File: config.mk
export PLATFORM = sky130hd
export DESIGN_NAME = scaling_coeff_lut_pipe_flat
export DESIGN_NICKNAME = d
export VERILOG_FILES = /design/src/rtl/scaling_coeff_lut_pipe_if.sv /design/src/rtl/scaling_coeff_lut_pipe.sv /design/src/flat_wrapper.sv
export SDC_FILE = /design/constraint.sdc
export NUM_CORES = 1
export LEC_CHECK = 0
export BUFFER_PORTS_ARGS = -buffer_cell sky130_fd_sc_hd__buf_2
export CAP_MARGIN = 30
export CELL_PAD_IN_SITES_DETAIL_PLACEMENT = 1
export CELL_PAD_IN_SITES_GLOBAL_PLACEMENT = 2
export CORE_MARGIN = 8
export CORE_UTILIZATION = 28
export CTS_CLUSTER_DIAMETER = 100
export DETAILED_ROUTE_END_ITERATION = 6
export PLACE_DENSITY_LB_ADDON = 0.08
export RECOVER_POWER = 50
export SLEW_MARGIN = 20
export SYNTH_ARGS = -nofsm -noshare
export SYNTH_HDL_FRONTEND = slang
export SYNTH_SLANG_ARGS = --single-unit
File: constraint.sdc
create_clock -name clk -period 4.7 [get_ports clk]
set_clock_uncertainty 0.15 [all_clocks]
set_input_delay 0.235 -clock clk [delete_from_list [all_inputs] [get_ports clk]]
set_output_delay 0.235 -clock clk [all_outputs]
set_load 0.005 [all_outputs]
File: src/rtl/scaling_coeff_lut_pipe_if.sv
// Request/result/config bundle for the scaling coefficient pipe.
// The master side issues requests and config writes; the slave side is the pipe.
interface scaling_coeff_lut_pipe_if #(
    parameter int unsigned COEFF_WIDTH       = 16,
    parameter int unsigned ERROR_SCALE_WIDTH = 32,
    parameter int unsigned NUM_CH            = 3
);
    localparam int unsigned CH_W = (NUM_CH > 1) ? $clog2(NUM_CH) : 1;

    logic                         in_valid;
    logic                         in_ready;
    logic [5:0]                   in_qp;
    logic [3:0]                   in_tshift;
    logic [CH_W-1:0]              in_ch;
    logic                         cfg_we;
    logic [CH_W-1:0]              cfg_ch;
    logic [4:0]                   cfg_bitdepth;
    logic                         out_valid;
    logic                         out_ready;
    logic [COEFF_WIDTH-1:0]       out_qcoef;
    logic [ERROR_SCALE_WIDTH-1:0] out_err_scale;
    logic [3:0]                   out_qp_per;
    logic [CH_W-1:0]              out_ch;
    logic                         out_sat;

    modport master (
        output in_valid, in_qp, in_tshift, in_ch, cfg_we, cfg_ch, cfg_bitdepth, out_ready,
        input  in_ready, out_valid, out_qcoef, out_err_scale, out_qp_per, out_ch, out_sat
    );

    modport slave (
        input  in_valid, in_qp, in_tshift, in_ch, cfg_we, cfg_ch, cfg_bitdepth, out_ready,
        output in_ready, out_valid, out_qcoef, out_err_scale, out_qp_per, out_ch, out_sat
    );
endinterface

File: src/rtl/scaling_coeff_lut_pipe.sv
// Quant coefficient lookup plus error-scale computation via a bit-serial restoring divider.
// One request in flight; result held in DONE until the consumer takes it.
module scaling_coeff_lut_pipe #(
    parameter int unsigned COEFF_WIDTH       = 16,
    parameter int unsigned ERROR_SCALE_WIDTH = 32,
    parameter int unsigned ERR_FRAC_BITS     = 32,
    parameter int unsigned NUM_CH            = 3
) (
    input logic                     clk,
    input logic                     rst_n,
    scaling_coeff_lut_pipe_if.slave bus
);
    localparam int unsigned NUM_W    = ERR_FRAC_BITS + 16;
    localparam int unsigned CH_W     = (NUM_CH > 1) ? $clog2(NUM_CH) : 1;
    localparam int unsigned CNT_W    = $clog2(NUM_W + 1);
    localparam int unsigned WIDE_W   = ((ERROR_SCALE_WIDTH > NUM_W) ? ERROR_SCALE_WIDTH : NUM_W) + 1;
    localparam int unsigned DVD_BASE = ERR_FRAC_BITS + 15;
    localparam logic [CNT_W-1:0] CNT_LAST = CNT_W'(NUM_W);

    typedef enum logic [1:0] {StIdle, StCalc, StDone} state_e;

    state_e                       state_q;
    logic [CNT_W-1:0]             cnt_q;
    logic [NUM_W-1:0]             dvd_q;
    logic [29:0]                  rem_q;
    logic [29:0]                  divisor_q;
    logic [15:0]                  qcoef_q;
    logic [3:0]                   qp_per_q;
    logic [CH_W-1:0]              ch_q;
    logic [4:0]                   bd_q;
    logic [4:0]                   bd_mem [NUM_CH];
    logic                         out_valid_q;
    logic [COEFF_WIDTH-1:0]       out_qcoef_q;
    logic [ERROR_SCALE_WIDTH-1:0] out_err_q;
    logic [3:0]                   out_qp_per_q;
    logic [CH_W-1:0]              out_ch_q;
    logic                         out_sat_q;

    logic [5:0]                   qp_c;
    logic [2:0]                   ts_c;
    logic [CH_W-1:0]              ch_c;
    logic [3:0]                   qp_per_c;
    logic [2:0]                   qp_rem_c;
    logic [15:0]                  coef_c;
    logic [29:0]                  divisor_c;
    logic [NUM_W-1:0]             dividend_c;
    logic [4:0]                   bd_sel;
    logic [4:0]                   cfg_bd_c;
    logic [30:0]                  rem_sh;
    logic                         rem_ge;
    logic [29:0]                  rem_sub;
    logic [NUM_W-1:0]             q_sh;
    logic [WIDE_W-1:0]            q_wide;
    logic                         sat_c;
    logic [ERROR_SCALE_WIDTH-1:0] err_c;

    always_comb begin
        qp_c     = (bus.in_qp > 6'd51) ? 6'd51 : bus.in_qp;
        ts_c     = (bus.in_tshift > 4'd7) ? 3'd7 : bus.in_tshift[2:0];
        ch_c     = (32'(bus.in_ch) >= NUM_CH) ? '0 : bus.in_ch;
        qp_per_c = 4'(qp_c / 6'd6);
        qp_rem_c = 3'(qp_c % 6'd6);
        case (qp_rem_c)
            3'd0:    coef_c = 16'd26214;
            3'd1:    coef_c = 16'd23302;
            3'd2:    coef_c = 16'd20560;
            3'd3:    coef_c = 16'd18396;
            3'd4:    coef_c = 16'd16384;
            3'd5:    coef_c = 16'd14564;
            default: coef_c = 16'd0;
        endcase
        // The square of the largest coefficient still fits in 30 bits.
        divisor_c  = 30'(coef_c) * 30'(coef_c);
        dividend_c = {{(NUM_W-1){1'b0}}, 1'b1} << (DVD_BASE - 32'(ts_c) * 2);
        bd_sel     = 5'd8;
        for (int i = 0; i < NUM_CH; i++) begin
            if (32'(ch_c) == i) bd_sel = bd_mem[i];
        end
        cfg_bd_c = (bus.cfg_bitdepth < 5'd8)  ? 5'd8  :
                   (bus.cfg_bitdepth > 5'd16) ? 5'd16 : bus.cfg_bitdepth;
    end

    // Restoring step: remainder stays below the divisor, so 30 bits hold it between steps.
    always_comb begin
        rem_sh  = {rem_q, dvd_q[NUM_W-1]};
        rem_ge  = rem_sh >= {1'b0, divisor_q};
        rem_sub = rem_sh[29:0] - divisor_q;
        q_sh    = dvd_q >> {(bd_q - 5'd8), 1'b0};
        q_wide  = {{(WIDE_W-NUM_W){1'b0}}, q_sh};
        sat_c   = (q_wide >> ERROR_SCALE_WIDTH) != '0;
        err_c   = sat_c ? '1 : q_wide[ERROR_SCALE_WIDTH-1:0];
    end

    always_ff @(posedge clk or negedge rst_n) begin
        if (!rst_n) begin
            for (int i = 0; i < NUM_CH; i++) bd_mem[i] <= 5'd8;
        end else begin
            for (int i = 0; i < NUM_CH; i++) begin
                if (bus.cfg_we && 32'(bus.cfg_ch) == i) bd_mem[i] <= cfg_bd_c;
            end
        end
    end

    always_ff @(posedge clk or negedge rst_n) begin
        if (!rst_n) begin
            state_q      <= StIdle;
            cnt_q        <= '0;
            dvd_q        <= '0;
            rem_q        <= '0;
            divisor_q    <= '0;
            qcoef_q      <= '0;
            qp_per_q     <= '0;
            ch_q         <= '0;
            bd_q         <= 5'd8;
            out_valid_q  <= 1'b0;
            out_qcoef_q  <= '0;
            out_err_q    <= '0;
            out_qp_per_q <= '0;
            out_ch_q     <= '0;
            out_sat_q    <= 1'b0;
        end else begin
            case (state_q)
                StIdle: begin
                    if (bus.in_valid) begin
                        qcoef_q   <= coef_c;
                        divisor_q <= divisor_c;
                        dvd_q     <= dividend_c;
                        rem_q     <= '0;
                        cnt_q     <= '0;
                        qp_per_q  <= qp_per_c;
                        ch_q      <= ch_c;
                        bd_q      <= bd_sel;
                        state_q   <= StCalc;
                    end
                end
                StCalc: begin
                    if (cnt_q != CNT_LAST) begin
                        rem_q <= rem_ge ? rem_sub : rem_sh[29:0];
                        dvd_q <= {dvd_q[NUM_W-2:0], rem_ge};
                        cnt_q <= cnt_q + CNT_W'(1);
                    end else begin
                        out_qcoef_q  <= COEFF_WIDTH'(qcoef_q);
                        out_err_q    <= err_c;
                        out_sat_q    <= sat_c;
                        out_qp_per_q <= qp_per_q;
                        out_ch_q     <= ch_q;
                        out_valid_q  <= 1'b1;
                        state_q      <= StDone;
                    end
                end
                StDone: begin
                    if (bus.out_ready) begin
                        out_valid_q <= 1'b0;
                        state_q     <= StIdle;
                    end
                end
                default: state_q <= StIdle;
            endcase
        end
    end

    assign bus.in_ready      = (state_q == StIdle);
    assign bus.out_valid     = out_valid_q;
    assign bus.out_qcoef     = out_qcoef_q;
    assign bus.out_err_scale = out_err_q;
    assign bus.out_qp_per    = out_qp_per_q;
    assign bus.out_ch        = out_ch_q;
    assign bus.out_sat       = out_sat_q;
endmodule

File: src/flat_wrapper.sv
// flat-port wrapper written by rule: the top's interface ports become plain ports
module scaling_coeff_lut_pipe_flat 
#(
    parameter int unsigned COEFF_WIDTH       = 16,
    parameter int unsigned ERROR_SCALE_WIDTH = 32,
    parameter int unsigned ERR_FRAC_BITS     = 32,
    parameter int unsigned NUM_CH            = 3
)
  (clk, rst_n, bus_in_valid, bus_in_qp, bus_in_tshift, bus_in_ch, bus_cfg_we, bus_cfg_ch, bus_cfg_bitdepth, bus_out_ready, bus_in_ready, bus_out_valid, bus_out_qcoef, bus_out_err_scale, bus_out_qp_per, bus_out_ch, bus_out_sat);
  scaling_coeff_lut_pipe_if #(.COEFF_WIDTH(COEFF_WIDTH), .ERROR_SCALE_WIDTH(ERROR_SCALE_WIDTH), .NUM_CH(NUM_CH)) bus_i ();
  input logic clk;
  input logic rst_n;
  input wire logic [$bits(bus_i.in_valid)-1:0] bus_in_valid;
  input wire logic [$bits(bus_i.in_qp)-1:0] bus_in_qp;
  input wire logic [$bits(bus_i.in_tshift)-1:0] bus_in_tshift;
  input wire logic [$bits(bus_i.in_ch)-1:0] bus_in_ch;
  input wire logic [$bits(bus_i.cfg_we)-1:0] bus_cfg_we;
  input wire logic [$bits(bus_i.cfg_ch)-1:0] bus_cfg_ch;
  input wire logic [$bits(bus_i.cfg_bitdepth)-1:0] bus_cfg_bitdepth;
  input wire logic [$bits(bus_i.out_ready)-1:0] bus_out_ready;
  output wire logic [$bits(bus_i.in_ready)-1:0] bus_in_ready;
  output wire logic [$bits(bus_i.out_valid)-1:0] bus_out_valid;
  output wire logic [$bits(bus_i.out_qcoef)-1:0] bus_out_qcoef;
  output wire logic [$bits(bus_i.out_err_scale)-1:0] bus_out_err_scale;
  output wire logic [$bits(bus_i.out_qp_per)-1:0] bus_out_qp_per;
  output wire logic [$bits(bus_i.out_ch)-1:0] bus_out_ch;
  output wire logic [$bits(bus_i.out_sat)-1:0] bus_out_sat;
  assign bus_i.in_valid = bus_in_valid;
  assign bus_i.in_qp = bus_in_qp;
  assign bus_i.in_tshift = bus_in_tshift;
  assign bus_i.in_ch = bus_in_ch;
  assign bus_i.cfg_we = bus_cfg_we;
  assign bus_i.cfg_ch = bus_cfg_ch;
  assign bus_i.cfg_bitdepth = bus_cfg_bitdepth;
  assign bus_i.out_ready = bus_out_ready;
  assign bus_in_ready = bus_i.in_ready;
  assign bus_out_valid = bus_i.out_valid;
  assign bus_out_qcoef = bus_i.out_qcoef;
  assign bus_out_err_scale = bus_i.out_err_scale;
  assign bus_out_qp_per = bus_i.out_qp_per;
  assign bus_out_ch = bus_i.out_ch;
  assign bus_out_sat = bus_i.out_sat;
  scaling_coeff_lut_pipe #(.COEFF_WIDTH(COEFF_WIDTH), .ERROR_SCALE_WIDTH(ERROR_SCALE_WIDTH), .ERR_FRAC_BITS(ERR_FRAC_BITS), .NUM_CH(NUM_CH)) u_core (.clk(clk), .rst_n(rst_n), .bus(bus_i));
endmodule
==> impl_metrics.tcl <==
set metrics [dict create \
    syn_inst 1850 \
    drtIter0Drc 527 \
    routed_wl_mm 55.68 \
    synthDistinctLibCells 79 \
    layout_commonest_cell "nand2_1" \
    clkLatencyLatePin_ps 570 \
    endpoint "u_core.divisor_q[28]$_DFFE_PN0P_" \
    setup_slack_ps -2673 \
    cp-end-kind "register" \
    pre_cts_slack_ps -3688 \
    synth_flop_cell "dfrtp_1" \
    register_area_sq_um 5111 \
    clockBufferDepth 3 \
    slew_headroom -1.253 \
    violations "capacitance limit, slew limit, setup timing" \
    cts_made_buffers 28 \
    holdPathStages 3 \
    fp.coreArea_sq_um 58910 \
    critPathLaunch "bus_in_qp[5]" \
    synth_edf_count 0 \
    grt.total_usage 0.1648 \
    die_w_um 259.8 \
    r2r-start "u_core.divisor_q[2]$_DFFE_PN0P_" \
    fin_util 0.3640 \
    place_hpwl_mm 42.93 \
    first_pass_iters 5 \
    n_antenna_cell 0 \
    io_buffers 78 \
    setup_violations 23 \
    start_util 0.2824 \
    num_rows 89 \
    drive_above_1_share 0.2377 \
    min_period_ps 7373 \
    tightest_slew_ps 3380 \
    die-height_um 259.8 \
    criticalPathCategory "input port to register" \
    grt_setup_unrepaired "true" \
    final_net_count 2380 \
    slew_violations 59 \
    netlist.top_cell.by_area "dfrtp_1" \
    cts_max_level 1 \
    gp_congestion 0.8561 \
    root_buffer "clkbuf_16" \
    synth_top_area_share 0.3008 \
    ios 81 \
    cpMaxStageDelayCell "fa_1" \
    fin_crit_sh 1.569 \
    viasPerCell 4.852 \
    remaining_drc_errors 0 \
    die_area_sq_um 67480 \
    synth.cell_area_sq_um 16640 \
    cts.sinks 204 \
    fmax_mhz 135.6 \
    place_area_sq_um 19430 \
    worstRegToRegCells 14 \
    wl_per_cell_um 19.02 \
    path_max_fanout 6 \
    status "finished, violations left" \
    syn2layout_area_growth_pct 28.86 \
    critPathMaxStageDelay_ps 500 \
    antenna_left 0 \
    stdcell_area_sq_um 21440 \
    fin_tns_setup_ps -47130 \
    grt_max_degree 92 \
    synth_seq_cells 204 \
    grt_pass1_vias 15540 \
    synth.area.top_cells "dfrtp_1 (30%), fa_1 (11%), ha_1 (9.9%), nand2_1 (5.7%), inv_1 (4.8%)" \
    cap_viol_max_count 1 \
    path_clk_slew_ps 60 \
    grt_pass1_wl_mm 89.03 \
    rr_endpoint "u_core.rem_q[13]$_DFFE_PN0P_" \
    worstPathRequired_ps 4990 \
    worst_setup_path_start_kind "input port" \
    r2r_setup_slack_ps 660 \
    multiInputGateArea_sq_um 11210 \
    vias 14200 \
    hold_class "input port to register" \
    ys_seq_area_frac 0.3071 \
    hold_viol 0 \
    mostFrequentLayoutCells "nand2_1 (241), buf_4 (217), dfrtp_1 (199), inv_1 (193), ha_1 (114)" \
    async_flop_share 1.000 \
    overflow 0 \
    avgSynthCellArea_sq_um 8.994 \
    cts_tree "built" \
    arrival_ps 7670 \
    yosysWarnings 0 \
    fill_cells 6787 \
    antenna_found_initial 0 \
]
sequential cells by signal, indices dropped and copies added (netlist names), 2 cells and up:
signal and cells:
u_core.bd_q 5, u_core.bd_mem 15, u_core.bus.out_qcoef 13, u_core.rem_q 30, u_core.ch_q 2, u_core.bus.out_err_scale 32, u_core.state_q 2, u_core.dvd_q 48
u_core.bus.out_qp_per 4, u_core.qp_per_q 4, u_core.divisor_q 27, u_core.qcoef_q 12, u_core.bus.out_ch 2, u_core.cnt_q 6
cell families (layout without fill, tap and decap cells):
| logic type | Yosys count | in the layout | share of synthesized area |
|---|---|---|---|
| other | 2 | 24 | 0.0004514 |
| AO/OA/AOI/OAI | 426 | 426 | 0.1639 |
| XOR/XNOR | 66 | 66 | 0.03474 |
| AND/OR/NAND/NOR | 515 | 515 | 0.1389 |
| multiplexers | 100 | 100 | 0.07512 |
| adder cells (fa/ha/maj) | 222 | 222 | 0.2075 |
| buffers and inverters | 315 | 597 | 0.07219 |
| flip-flops | 204 | 204 | 0.3071 |
layout make-up:
class	instances	area share
clock inverter	12	0.006244
timing repair buffer	333	0.1126
inverter	214	0.03869
sequential	204	0.2384
clock buffer	38	0.03630
tap	773	0.04511
multi-input combinational	1353	0.5227
how the worst min path moves through the flow:
stage / start / end / slack [ps]
global route: bus_in_tshift[2] / u_core.dvd_q[47]$_DFFE_PN0P_ / 20
global placement: rst_n / u_core.bus.out_valid$_DFFE_PN0P_ / 50
detailed placement: rst_n / u_core.bus.out_valid$_DFFE_PN0P_ / 50
CTS: bus_cfg_we / u_core.bd_mem[8]$_DFFE_PN1P_ / 3
finish: bus_cfg_we / u_core.bd_mem[8]$_DFFE_PN1P_ / 30
floorplan: rst_n / u_core.bd_mem[0]$_DFFE_PN0P_ / -210
repair_timing:
action | 4_1_cts | 5_1_grt
setup buffers | 24 | 17
resized for setup | 80 | 80
pin swaps | 72 | 51
endpoints found under the setup margin | 23 | 23
hold endpoints to repair | 113 | 0
hold buffers | 15 | 0
per-layer routing:
metal | vias up | part of all wire | track usage | wire, um
met5 | - | 0 | 0 | 0
met4 | 0 | 0.017 | 0.03402 | 948
met3 | 55 | 0.024 | 0.01715 | 1354
met2 | 128 | 0.51 | 0.2947 | 28270
met1 | 7153 | 0.45 | 0.2132 | 25100
li1 | 6867 | - | - | -
worst max-delay path, delay by kind of cell:
family	cells	cell delay, ps
adder cells (fa/ha/maj)	9	3230
AO/OA/AOI/OAI	12	2120
AND/OR/NAND/NOR	7	1260
buffers and inverters	6	460
XOR/XNOR	2	340
Yosys cell counts, types with 9 or more instances:
library cell / count
nor2_1: 98
o22ai_1: 22
inv_1: 211
a32oi_1: 13
buf_1: 20
mux2i_1: 54
o21a_1: 12
xor2_1: 33
o22a_1: 30
nor2b_1: 19
mux4_2: 17
mux2_2: 29
a211oi_1: 19
ha_1: 132
xnor2_1: 33
a221oi_1: 10
dfrtp_1: 200
o21ai_0: 129
or2_2: 9
o21ai_1: 16
clkbuf_1: 72
a31oi_1: 9
a21oi_1: 81
nand3_1: 56
and2_1: 9
a21o_1: 26
nand2_1: 251
nand2b_1: 14
fa_1: 90
nor3_1: 14
metrics by stage:
stage / hold slack, ps / instances
global route: 23.41 / 2927
detailed placement: 48.20 / 2821
global placement: 47.74 / 2821
CTS: 3.030 / 2910
floorplan: -210.6 / 1872
finish: 32.08 / 2927
Power is not shown: default switching activity piles up to over one toggle a cycle in this logic, so the estimate is an artifact.
